--- config.mk ---
export PLATFORM = sky130hd
export DESIGN_NAME = dmem_arbiter
export DESIGN_NICKNAME = d
export VERILOG_FILES = /design/src/rtl/dmem_arb_pkg.sv /design/src/rtl/dmem_rr_pick.sv /design/src/rtl/dmem_arbiter.sv
export SDC_FILE = /design/constraint.sdc
export NUM_CORES = 1
export LEC_CHECK = 0
export CAP_MARGIN = 20
export CELL_PAD_IN_SITES_DETAIL_PLACEMENT = 0
export CELL_PAD_IN_SITES_GLOBAL_PLACEMENT = 1
export CORE_UTILIZATION = 26
export CTS_CLUSTER_DIAMETER = 30
export DETAILED_ROUTE_END_ITERATION = 12
export PLACE_DENSITY = 0.84
export RECOVER_POWER = 100
export SLEW_MARGIN = 30
export SYNTH_ARGS = -nofsm -noshare
export SYNTH_HDL_FRONTEND = slang
export SYNTH_HIERARCHICAL = 1
export SYNTH_SLANG_ARGS = --single-unit
--- constraint.sdc ---
create_clock -name i_clk -period 9.65 [get_ports i_clk]
set_input_delay 2.895 -clock i_clk [delete_from_list [all_inputs] [get_ports i_clk]]
set_output_delay 2.895 -clock i_clk [all_outputs]
set_load 0.1 [all_outputs]
--- src/rtl/dmem_arb_pkg.sv ---
// dmem_arb_pkg: shared types for the data-memory arbiter.
// FSM states, port index type, port count and small helpers.
package dmem_arb_pkg;

   localparam int NPORTS = 2;

   typedef logic port_t;

   typedef enum logic [1:0] {
      ARB   = 2'd0,
      LOCK0 = 2'd1,
      LOCK1 = 2'd2
   } arb_state_e;

   function automatic port_t other_port(input port_t p);
      return ~p;
   endfunction

   function automatic arb_state_e lock_state(input port_t p);
      return p ? LOCK1 : LOCK0;
   endfunction

endpackage

--- src/rtl/dmem_rr_pick.sv ---
// dmem_rr_pick: 2-way round-robin grant selection.
// Pure combinational; the caller owns the pointer and lock state.
module dmem_rr_pick
   import dmem_arb_pkg::*;
(
   input  logic [NPORTS-1:0] valid_i,
   input  port_t             rr_i,
   input  logic              force_en_i,
   input  port_t             force_port_i,
   output logic [NPORTS-1:0] gnt_o
);

   // One-hot grant: forced port only, else favoured port on a tie.
   always_comb begin
      gnt_o = '0;
      unique case (1'b1)
         force_en_i: begin
            gnt_o[force_port_i] = valid_i[force_port_i];
         end
         (!force_en_i && (&valid_i)): begin
            gnt_o[rr_i] = 1'b1;
         end
         default: begin
            gnt_o = valid_i;
         end
      endcase
   end

endmodule

--- src/rtl/dmem_arbiter.sv ---
// dmem_arbiter: shares the data SRAM between the LSU and the loader.
// Round-robin with a bounded lock; 1-cycle response routed to owner.
module dmem_arbiter
   import dmem_arb_pkg::*;
#(
   parameter int MEM_DEPTH      = 4096,
   parameter int MEM_ADDR_WIDTH = 12,
   parameter int MAX_LOCK       = 16
) (
   input  logic                    i_clk,
   input  logic                    i_rst_n,
   input  logic [NPORTS-1:0]       i_req_valid,
   output logic [NPORTS-1:0]       o_req_ready,
   input  logic [NPORTS-1:0][31:0] i_req_addr,
   input  logic [NPORTS-1:0][31:0] i_req_wdata,
   input  logic [NPORTS-1:0][3:0]  i_req_size,
   input  logic [NPORTS-1:0]       i_req_write,
   input  logic [NPORTS-1:0]       i_req_lock,
   output logic [NPORTS-1:0]       o_rsp_valid,
   output logic [NPORTS-1:0][31:0] o_rsp_rdata,
   output logic [NPORTS-1:0]       o_rsp_err,
   output logic [31:0]             o_mem_addr,
   output logic [31:0]             o_mem_wr_data,
   output logic [3:0]              o_mem_size,
   output logic                    o_mem_write,
   output logic                    o_mem_read,
   input  logic [31:0]             i_mem_rd_data
);

   localparam int AW = MEM_ADDR_WIDTH;
   localparam int CW = $clog2(MAX_LOCK + 1);
   localparam logic [CW-1:0] CNT_ONE = CW'(1);
   localparam logic [CW-1:0] CNT_MAX = CW'(MAX_LOCK);
   localparam logic [AW:0]   DEPTH_W = (AW + 1)'(MEM_DEPTH);

   arb_state_e    state_q, state_d;
   port_t         rr_q, rr_d;
   logic [CW-1:0] cnt_q, cnt_d;
   logic [CW-1:0] cnt_inc;

   logic          rsp_vld_q, rsp_vld_d;
   port_t         rsp_own_q, rsp_own_d;
   logic          rsp_rd_q, rsp_rd_d;
   logic          rsp_err_q, rsp_err_d;

   logic [31:0]   addr_q, addr_d;
   logic [31:0]   wdata_q, wdata_d;
   logic [3:0]    size_q, size_d;

   logic          force_en;
   port_t         force_port;
   logic [1:0]    gnt;
   logic          accept;
   port_t         gport;

   logic [31:0]   sel_addr;
   logic [31:0]   sel_wdata;
   logic [3:0]    sel_size;
   logic          sel_write;
   logic          sel_lock;
   logic          in_range;

   assign force_en   = (state_q != ARB);
   assign force_port = (state_q == LOCK1);

   dmem_rr_pick u_pick (
      .valid_i      (i_req_valid),
      .rr_i         (rr_q),
      .force_en_i   (force_en),
      .force_port_i (force_port),
      .gnt_o        (gnt)
   );

   assign o_req_ready = gnt;
   assign accept      = |gnt;
   assign gport       = gnt[1];

   assign sel_addr  = i_req_addr[gport];
   assign sel_wdata = i_req_wdata[gport];
   assign sel_size  = i_req_size[gport];
   assign sel_write = i_req_write[gport];
   assign sel_lock  = i_req_lock[gport];

   // Byte address below 4*MEM_DEPTH: upper bits clear, word index in range.
   assign in_range = (sel_addr[31:AW+2] == '0) &&
                     ({1'b0, sel_addr[AW+1:2]} < DEPTH_W);

   assign cnt_inc = cnt_q + CNT_ONE;

   // Arbitration FSM: pointer update, lock entry, lock exit conditions.
   always_comb begin
      state_d = state_q;
      rr_d    = rr_q;
      cnt_d   = cnt_q;
      unique case (state_q)
         ARB: begin
            if (accept) begin
               rr_d = other_port(gport);
               if (sel_lock) begin
                  state_d = lock_state(gport);
                  cnt_d   = CNT_ONE;
               end
            end
         end
         LOCK0, LOCK1: begin
            if (!i_req_valid[force_port]) begin
               state_d = ARB;
            end else begin
               cnt_d = cnt_inc;
               if (!sel_lock) begin
                  state_d = ARB;
               end else if (cnt_inc == CNT_MAX) begin
                  state_d = ARB;
                  rr_d    = other_port(force_port);
               end
            end
         end
         default: begin
            state_d = ARB;
         end
      endcase
   end

   // Capture response tag and hold the last SRAM request fields.
   always_comb begin
      rsp_vld_d = accept;
      rsp_own_d = rsp_own_q;
      rsp_rd_d  = rsp_rd_q;
      rsp_err_d = rsp_err_q;
      addr_d    = addr_q;
      wdata_d   = wdata_q;
      size_d    = size_q;
      if (accept) begin
         rsp_own_d = gport;
         rsp_rd_d  = !sel_write;
         rsp_err_d = !in_range;
         addr_d    = sel_addr;
         wdata_d   = sel_wdata;
         size_d    = sel_size;
      end
   end

   // FSM, round-robin pointer and lock counter registers.
   always_ff @(posedge i_clk or negedge i_rst_n) begin
      if (!i_rst_n) begin
         state_q <= ARB;
         rr_q    <= 1'b0;
         cnt_q   <= '0;
      end else begin
         state_q <= state_d;
         rr_q    <= rr_d;
         cnt_q   <= cnt_d;
      end
   end

   // Response tag and held request-field registers.
   always_ff @(posedge i_clk or negedge i_rst_n) begin
      if (!i_rst_n) begin
         rsp_vld_q <= 1'b0;
         rsp_own_q <= 1'b0;
         rsp_rd_q  <= 1'b0;
         rsp_err_q <= 1'b0;
         addr_q    <= '0;
         wdata_q   <= '0;
         size_q    <= '0;
      end else begin
         rsp_vld_q <= rsp_vld_d;
         rsp_own_q <= rsp_own_d;
         rsp_rd_q  <= rsp_rd_d;
         rsp_err_q <= rsp_err_d;
         addr_q    <= addr_d;
         wdata_q   <= wdata_d;
         size_q    <= size_d;
      end
   end

   assign o_mem_addr    = accept ? sel_addr : addr_q;
   assign o_mem_wr_data = accept ? sel_wdata : wdata_q;
   assign o_mem_size    = accept ? sel_size : size_q;
   assign o_mem_write   = accept & sel_write & in_range;
   assign o_mem_read    = accept & ~sel_write & in_range;

   // Route the registered response to its owner; others stay at zero.
   always_comb begin
      o_rsp_valid = '0;
      o_rsp_rdata = '0;
      o_rsp_err   = '0;
      if (rsp_vld_q) begin
         o_rsp_valid[rsp_own_q] = 1'b1;
         o_rsp_err[rsp_own_q]   = rsp_err_q;
         if (rsp_rd_q && !rsp_err_q) begin
            o_rsp_rdata[rsp_own_q] = i_mem_rd_data;
         end
      end
   end

endmodule

## After elaboration in Yosys (flattened, before gate mapping)

Cells that the tools add are included.

- Bits in registers: 80
- Input port bits: 176
- Output and inout port bits: 140
- Word-level logic and storage cells: 100

- Add/subtract/negate cells: 1
- $lt $le $gt $ge: 7
- Equal/unequal tests: 9
- Mux-type cells: 44
- Bitwise gates (word level): 10
- Reduce and logical (&&, ||, !) cells: 19

Operators with widths:

| kind | number |
|---|---|
| $mux W32 | 7 |
| $mux W64 | 2 |
| $and A64 B64 Y64 | 1 |
| $demux W32 S1 | 1 |
| $logic_not A18 Y1 | 1 |
| $mux W2 | 8 |
| $mux W5 | 3 |
| $mux W1 | 13 |
| $mux W4 | 3 |
| $ne A2 B2 Y1 const B | 5 |
| $pmux W5 S2 | 1 |
| $lt A1 B2 Y1 const B | 4 |
| $pmux W2 S2 | 2 |
| $add A5 B1 Y5 const B | 1 |
| $eq A5 B5 Y1 const B | 1 |
| $logic_and A1 B1 Y1 | 5 |
| $reduce_and A5 Y1 | 1 |
| $and A1 B1 Y1 | 4 |
| $and A2 B2 Y2 | 2 |
| $logic_not A1 Y1 | 4 |
| $ne A4 B4 Y1 const B | 1 |
| $reduce_and A4 Y1 | 1 |
| $reduce_bool A2 Y1 | 2 |
| $reduce_or A2 Y1 | 2 |
| 9 further kinds | 15 |

## Longest topological paths before layout

Gate-level depths: netlist of the first run.

- Word-level depth: 12
- Mapped depth: 13
- Gate-level depth less buffers: 10

## Cells and area by module

The synthesis of the first run kept the hierarchy.

By module, submodules not included:

| module | instances | cells each | area each (um2) | sequential area each (um2) |
|---|---|---|---|---|
| dmem_arbiter | 1 | 463 | 4384.2 | 2001.9 |
| dmem_rr_pick | 1 | 5 | 41.3 | 0.0 |

## Worst setup path before layout of the first run

Ideal clock, no wire load.

- Kind: input to output
- Start point: input i_req_valid[1]
- End point: output o_mem_addr[0]
- Data arrival time: 7.597 ns
- Data required time: 6.755 ns
- Slack: -0.842 ns
- Stages: 7
- Cells stage by stage: nor2b_1 a221oi_2 buf_2 buf_2 buf_2 mux2i_1 o21ai_0

RTL lines:

| item | RTL line | source |
|---|---|---|
| from (decl) | dmem_arbiter.sv:12 | `input logic [NPORTS-1:0] i_req_valid,` |
| $mux W1 (implied by the code) (2 in series) | dmem_rr_pick.sv:18 | `gnt_o[force_port_i] = valid_i[force_port_i];` |
| $and A2 B2 Y2 (no line) | n/a |  |
| $pmux W2 S2 * | dmem_rr_pick.sv:16 | `unique case (1'b1)` |
| via o_req_ready[0] | dmem_arbiter.sv:13 | `output logic [NPORTS-1:0] o_req_ready,` |
| $reduce_or A2 Y1 * | dmem_arbiter.sv:75 | `assign accept = \|gnt;` |
| $mux W32 * | n/a |  |
| to (decl) | dmem_arbiter.sv:22 | `output logic [31:0] o_mem_addr,` |

The timed path passes the listed nets; every way through them passes the cells marked *. The select of a mux whose other input is x is not followed.

## Worst setup path in the final report of the first run

- Start point: input i_req_valid[1]
- End point: output o_mem_addr[30]

RTL lines:

| item | RTL line | source |
|---|---|---|
| $mux W1 (implied by the code) (2 in series) | dmem_rr_pick.sv:18 |  |
| $and A2 B2 Y2 (no line) | n/a |  |
| $pmux W2 S2 * | dmem_rr_pick.sv:16 |  |
| $reduce_or A2 Y1 * | dmem_arbiter.sv:75 |  |
| via accept | dmem_arbiter.sv:53 | `logic accept;` |
| $mux W32 * | n/a |  |

Marked as above.

==> flow_summary.json, run 1 <==
{
  "num_antenna_cells": 0,
  "chipWidth_um": 132,
  "coreArea_sq_um": 16600,
  "io_pins": 316,
  "grt_pass1_wl_um": 25800,
  "vias_in_the_first_global_route": 4716,
  "worst_min_path_class": "flip-flop to flip-flop",
  "wl_per_cell_um": 16.7,
  "fin_crit_sh_pct": 93.1,
  "dieHeight_um": 132,
  "dpl_hpwl_um": 12800,
  "timing.final.hold_violations": 0,
  "cp_data_required_time_ns": 6.76,
  "num-nets-final": 946,
  "cts_max_level": 3,
  "clk_path_buf_depth": 2,
  "layout-drive-gt1-share_pct": 4.40,
  "antenna_violating_nets_post_route": 0,
  "post_synth.cell_area_avg_sq_um": 9.46,
  "failed_checks": "max-capacitance violations, max-slew violations",
  "run_status": "complete, but fails checks",
  "area.growth.synth_to_final_pct": 71.6,
  "tightest_slew_margin_relative_to_the_limit_pct": -197,
  "drt-vias-per-instance": 4.59,
  "post-route-drc-count": 0,
  "cts_made_buffers": 9,
  "netlist_area_sq_um": 4430,
  "rsz0062_at_grt": "false",
  "cts.sink_count": 80,
  "cts.root.buffer_cell": "clkbuf_16",
  "synth_cell_types": 40,
  "crit_path_end_kind": "output port",
  "fin_tns_setup_ns": 0,
  "post-route-cell-area_sq_um": 7590,
  "fin_worst_skew_ns": 0.00760,
  "grt_start_max_net_pins": 81,
  "report.final.setup_viol": 0,
  "initial_core_utilization_pct": 26.7,
  "syn-num-nets": 647,
  "cts_hold_buffers": 0,
  "worstPathArrival_ns": 6.09,
  "gp_routability_congestion": 0.897,
  "place_area_sq_um": 7820,
  "antenna_found_initial": 0,
  "worst-setup-path-type": "input port to output port",
  "worst_slew_pin_slew_ns": 4.45,
  "worstSkewPairLatency_ns": 0.34,
  "synth_seq_cells": 80,
  "maxCapViolCount": 1,
  "buffer_ports.inserted": 315,
  "grt_overflow": 0,
  "post_cts_resized": 0,
  "dieArea_sq_um": 17500,
  "num_vias": 4555,
  "groute.usage.overall_pct": 18.9,
  "clock.fmax_mhz": 111,
  "critPathLaunchType": "input port",
  "timing.critical_path.fanout_max": 71,
  "drt-pass1-iter-count": 4,
  "synth_seq_area_share_pct": 45.2,
  "row_count": 47,
  "initialDrtViolationCount": 148,
  "synth_warnings": 6,
  "clk_pin_slew_worst_paths_ns": 0.06,
  "timing_max_transition_violations_final": 81,
  "timing.final.crit_period_ns": 8.98,
  "synth_cells": 468,
  "cts.repair_timing.setup_buffer_count": 0,
  "cts_tree": "done",
  "drt_wl_total_um": 16600
}
layout make-up:
cell class / count / area (sq um)
flip-flops and latches: 80 / 2000
multi-input cells: 349 / 2260
inverters: 7 / 26.3
repair buffers: 320 / 2750
well taps: 220 / 275
clock buffers: 10 / 229
fillers: 1695 / 8990
clock inverters: 6 / 45.0
cell usage after synthesis:
| library cell | number | share of area (%) |
|---|---|---|
| buf_4 | 1 | 0.17 |
| a221oi_2 | 1 | 0.34 |
| a32oi_1 | 1 | 0.20 |
| buf_2 | 15 | 1.7 |
| mux2_2 | 6 | 1.5 |
| nand2_1 | 73 | 6.2 |
| inv_1 | 7 | 0.59 |
| clkbuf_1 | 13 | 1.1 |
| or4_1 | 3 | 0.51 |
| mux2_1 | 1 | 0.25 |
| o21ai_1 | 1 | 0.11 |
| a211oi_2 | 1 | 0.28 |
| buf_1 | 3 | 0.25 |
| nand3_1 | 4 | 0.45 |
| and3_1 | 2 | 0.28 |
| dfrtp_1 | 80 | 45 |
| o22ai_1 | 3 | 0.42 |
| o31ai_1 | 2 | 0.34 |
| o21a_1 | 1 | 0.17 |
| and2_1 | 68 | 9.6 |
| a211oi_1 | 1 | 0.17 |
| nor2b_1 | 6 | 0.85 |
| nand3_2 | 1 | 0.23 |
| a21o_1 | 1 | 0.17 |
| nand3b_1 | 1 | 0.17 |
| a21boi_0 | 1 | 0.17 |
| and3b_1 | 2 | 0.40 |
| nor3_1 | 1 | 0.11 |
| o311ai_2 | 1 | 0.37 |
| nor2_1 | 9 | 0.76 |
| nor4_1 | 1 | 0.14 |
| a21oi_1 | 4 | 0.45 |
| ha_1 | 3 | 0.85 |
| or4b_1 | 3 | 0.68 |
| o311a_1 | 1 | 0.23 |
| o311ai_1 | 1 | 0.20 |
| nand2b_1 | 5 | 0.71 |
| nand4b_1 | 1 | 0.20 |
| o21ai_0 | 71 | 8.0 |
| mux2i_1 | 68 | 15 |
layout by cell type (no fill, tap or decap), types with 4 or more instances in the layout:
cell / count
clkdlybuf4s50_1: 172
dfrtp_1: 80
clkbuf_1: 76
nand2_1: 73
mux2i_1: 68
and2_1: 68
o21ai_0: 67
dlygate4sd3_1: 66
nor2_1: 9
clkbuf_16: 9
inv_1: 7
nor2b_1: 6
mux2_2: 6
nand2b_1: 5
o21ai_2: 5
nand3_1: 5
a21oi_1: 4
buf_4: 4
routing by layer:
metal  track usage, %  up-vias  wire length (um)
met5                0        -                 0
met4             5.68        0               255
met3             6.74       19              1450
met2             34.8      209              8580
met1             20.1     2126              6270
li1                 -     2201                 -
cells by family (layout without fill, tap and decap cells):
kind of cell / Yosys count / after routing / share of synthesized area (%)
adders and majority gates: 3 / 3 / 0.848
and+or+nand+nor: 180 / 180 / 21.3
muxes: 75 / 75 / 17.2
AOI/OAI and AO/OA: 91 / 91 / 11.6
buffers and inverters: 39 / 343 / 3.82
DFF: 80 / 80 / 45.2
worst paths after layout:
path / start / to / slack, ns / cells past startpoint
worst max-delay path: i_req_valid[1] / o_mem_addr[30] / 0.67 / 9
worst min-delay path: rsp_own_q / rsp_own_q / 0.52 / 1
worst max register to register: state_q[0] / cnt_q[3] / 6.47 / 8
worst min register to register: rsp_own_q / rsp_own_q / 0.52 / 1
max in group asynchronous: i_rst_n / wdata_q[14] / 3.02 / 1
min in group asynchronous: i_rst_n / addr_q[24] / 4.14 / 1
worst max-delay path: stages:
cell and delay (ns):
dlygate4sd3_1 0.58, nor2b_1 0.15, a221oi_1 0.49, buf_12 0.42, nor2_1 0.10, inv_1 0.15
nor2_1 0.06, nor2_1 0.16, clkbuf_1 0.94
sequential cells by signal, indices dropped and copies added, names as in the netlist:
name       flops
rsp_err_q      1
wdata_q       32
addr_q        32
rr_q           1
rsp_vld_q      1
size_q         4
state_q        2
rsp_own_q      1
cnt_q          5
rsp_rd_q       1
metrics by stage:
| step | instances | util, % | setup slack [ns] | hold slack, ns |
|---|---|---|---|---|
| 2_1_floorplan | 468 | - | -0.0732 | 0.460 |
| 3_3_place_gp | 976 | 47.3 | 1.12 | 0.488 |
| 3_5_place_dp | 976 | 47.2 | 1.09 | 0.500 |
| 6_report | 992 | 45.8 | 0.670 | 0.519 |
| 4_1_cts | 992 | 48.8 | 1.07 | 0.512 |
| 5_1_grt | 992 | 45.8 | 0.509 | 0.548 |
Power of run 1 is left out: the tool's default activity adds up to more than one toggle a clock period on the data nets, which glitch-free logic cannot reach.
==> run 2: changes to the inputs <==
Settings changed: SETUP_SLACK_MARGIN set to 0.1.
==> results of run 2 <==
The final DEF is identical to that of run 1; final timing and power are the same.
Power of run 2 is left out for the same reason.
==> run 3: changes to the inputs <==
Settings changed: CORE_UTILIZATION 26 to 25, SYNTH_HIERARCHICAL 1 to not set.
==> flow_summary.json, run 3 <==
{
  "run_status": "complete, but fails checks",
  "failed_checks": "max-capacitance violations, max-slew violations",
  "drt-vias-per-instance": 4.58,
  "groute.usage.overall_pct": 19.1,
  "drt-pass1-iter-count": 4,
  "synthDominantCellAreaShare_pct": 45.3,
  "timing.final.hold_violations": 0,
  "reg.largest.list": "addr_q: 32 flops, wdata_q: 32 flops, cnt_q: 5 flops",
  "crit_chain": "dlygate4sd3_1 > o21a_1 > nand2_1 > clkbuf_1 > nand2_1 > a31oi_1 > buf_12",
  "row_count": 48,
  "synth_edf_count": 0,
  "grt_overflow": 0,
  "synthXorXnorAreaFrac_pct": 0,
  "initialDrtViolationCount": 222,
  "dpl_hpwl_um": 13200,
  "layout.cells.most_common_list": "clkdlybuf4s50_1 (173), nand2_1 (148), dfrtp_1 (80)",
  "synth_cell_types": 40,
  "async_flop_share_pct": 100,
  "place_area_sq_um": 8460,
  "dominant_combinational_cell_family_by_area_after_synthesis": "simple AND/OR/NAND/NOR gates",
  "cpMostUsedCell": "nand2_1",
  "final-seq-area_sq_um": 2000,
  "antenna_found_initial": 0,
  "post_cts_resized": 0,
  "layout-drive-gt1-share_pct": 7.80,
  "coreArea_sq_um": 17300,
  "timing.critical_path.fanout_max": 34,
  "synth_seq_cells": 80,
  "worst_r2r_path_depth": 9,
  "hold_path_end": "rsp_rd_q",
  "worstSkewPairLatency_ns": 0.35,
  "cts_made_buffers": 9,
  "post-route-drc-count": 0,
  "dpl_worst_slack_ns": 1.35,
  "synth_top_cell_by_area": "dfrtp_1",
  "crit_path_end_kind": "output port",
  "wl_per_cell_um": 16.3,
  "synth_cells": 560,
  "reg_to_reg_endpoint": "cnt_q[0]",
  "area.growth.synth_to_final_pct": 88.2,
  "synth_simple_gate_area_share_pct": 33.8,
  "post_layout_nonfiller_instances": 1084,
  "timing.final.crit_period_ns": 8.89,
  "tightest_slew_margin_relative_to_the_limit_pct": -181,
  "buffers_inverters_on_critical_path": 3,
  "netlist_area_sq_um": 4420,
  "num_vias": 4960,
  "worst_min_path_class": "flip-flop to flip-flop",
  "maxCapViolCount": 2,
  "grt_start_max_net_pins": 76,
  "hold-path-cell-count": 2,
  "synth_compound_area_share_pct": 14.8,
  "finalWorstSetupSlack_ns": 0.762,
  "post_synth.cell_area_avg_sq_um": 7.89,
  "cts.root.buffer_cell": "clkbuf_16",
  "fin_tns_setup_ns": 0,
  "cts.repair_timing.setup_buffer_count": 0,
  "report.final.setup_viol": 0,
  "synthTopCellsByArea": "dfrtp_1 (45%), nand2_1 (12%), a31oi_1 (10%)",
  "grt_pass1_wl_um": 26700,
  "cts_hold_buffers": 0,
  "clk_path_buf_depth": 2,
  "worstReg2RegStart": "state_q[0]",
  "cts.sink_count": 80,
  "netlist_top_cells_count": "nand2_1 (147), dfrtp_1 (80), nor2_1 (74)",
  "num-nets-final": 1033,
  "synth_seq_area_share_pct": 45.3,
  "vias_in_the_first_global_route": 4733,
  "synth_warnings": 0,
  "worst-setup-path-type": "input port to output port",
  "fin_worst_skew_ns": 0.00593,
  "fill_cells": 1687,
  "prevailing_post_synth_register_cell": "dfrtp_1",
  "final_common_cell": "clkdlybuf4s50_1",
  "cts_tree": "done",
  "cp_top_family": "buffers and inverters",
  "total_area_of_multi_input_combinational_cells_sq_um": 2200,
  "syn-num-nets": 739,
  "yosysMostFrequentCell": "nand2_1",
  "fin_crit_sh_pct": 92.1,
  "vdd_drop_max_uv": 235,
  "pwr_density_cell_nw_per_um2": 363,
  "regToRegSetupSlack_ns": 6.35,
  "yosys.area_share.adder_pct": 0.850,
  "power.total_mw": 3.02,
  "multiplexer_fraction_of_the_synthesized_cell_area_pct": 0.708,
  "antenna_violating_nets_post_route": 0,
  "gp_routability_congestion": 0.779,
  "drt_wl_total_um": 17600,
  "hold_path_startpoint": "rsp_rd_q",
  "initial_core_utilization_pct": 25.5,
  "timing_max_transition_violations_final": 111,
  "num_antenna_cells": 0,
  "rsz0062_at_grt": "false",
  "io_pins": 316,
  "crit_path_max_incr_delay_ns": 1.18,
  "clk_pin_slew_worst_paths_ns": 0.06,
  "clock.fmax_mhz": 113,
  "chipWidth_um": 135,
  "cellLeakagePower_nw": 3.69,
  "post-route-cell-area_sq_um": 8310,
  "worst_slew_pin_slew_ns": 4.21,
  "critPathLaunchType": "input port",
  "dieHeight_um": 135,
  "dieArea_sq_um": 18200,
  "cp_data_required_time_ns": 6.76,
  "worstPathArrival_ns": 5.99,
  "place_inst": 1068,
  "cpMaxStageDelayCell": "clkbuf_1",
  "buffer_ports.inserted": 315,
  "cts_max_level": 3
}
==> run 3: cell types whose count changed after synthesis, moves of 4 or more <==
cell,previous run,this run
mux2_2,6,1
buf_2,15,19
nor2_1,9,74
a31oi_1,0,73
nor4_1,1,8
o21ai_0,71,5
mux2i_1,68,2
nor2b_1,6,2
nand3_1,4,10
clkbuf_1,13,20
nand2_1,73,147
==> run 3: metal layers <==
| metal | GRT usage (%) | vias up | part of all wire [%] |
|---|---|---|---|
| li1 | - | 2479 | - |
| met5 | 0 | - | 0 |
| met2 | 32.4 | 153 | 48 |
| met1 | 24.1 | 2313 | 45 |
| met3 | 5.11 | 15 | 6.0 |
| met4 | 4.43 | 0 | 1.2 |
==> run 3: cell families after synthesis <==
logic type | Yosys count
buffers and inverters | 46
and+or+nand+nor | 327
AOI/OAI and AO/OA | 101
DFF | 80
adders and majority gates | 3
muxes | 3
==> run 3: report_power, final <==
| group | internal (mW) | total (mW) | switching, mW | leakage [nW] |
|---|---|---|---|---|
| Clock | 0.235 | 0.381 | 0.146 | 0.163 |
| Combinational | 0.554 | 2.09 | 1.54 | 2.60 |
| Sequential | 0.494 | 0.547 | 0.0531 | 0.926 |
==> run 3: area by class of cell <==
class | count | share of cell area [%]
clock buffer | 10 | 2.87
clock inverter | 6 | 1.10
inverter | 6 | 0.301
multi-input combinational | 434 | 26.5
sequential | 80 | 24.1
tap | 225 | 3.39
timing repair buffer | 323 | 41.8
==> run 3: worst max path at each step <==
stage              startpoint                end  slack (ns)  cells past startpoint
2_1_floorplan  i_req_valid[1]     o_mem_addr[10]        0.89                      8
3_3_place_gp   i_req_valid[1]  o_mem_wr_data[25]        1.42                      8
3_5_place_dp   i_req_valid[1]      o_mem_addr[1]        1.35                      8
4_1_cts        i_req_valid[1]  o_mem_wr_data[26]        1.34                      8
5_1_grt        i_req_valid[1]  o_mem_wr_data[31]        0.57                      8
6_report       i_req_valid[1]     o_mem_addr[25]        0.76                      7
==> run 3: worst min-delay path, stage by stage (launching register included) <==
cell	delay (ns)
dfrtp_1	0.36
nand2_1	0.05
nand2_1	0.05
==> run 3: metrics by stage <==
step | util, % | hold WS (ns)
after floorplan | - | 0.445
after global placement | 48.9 | 0.506
after detailed placement | 48.9 | 0.481
after CTS | 50.8 | 0.494
after global routing | 48.1 | 0.553
final | 48.1 | 0.493
(Power assumes the default switching activity.)
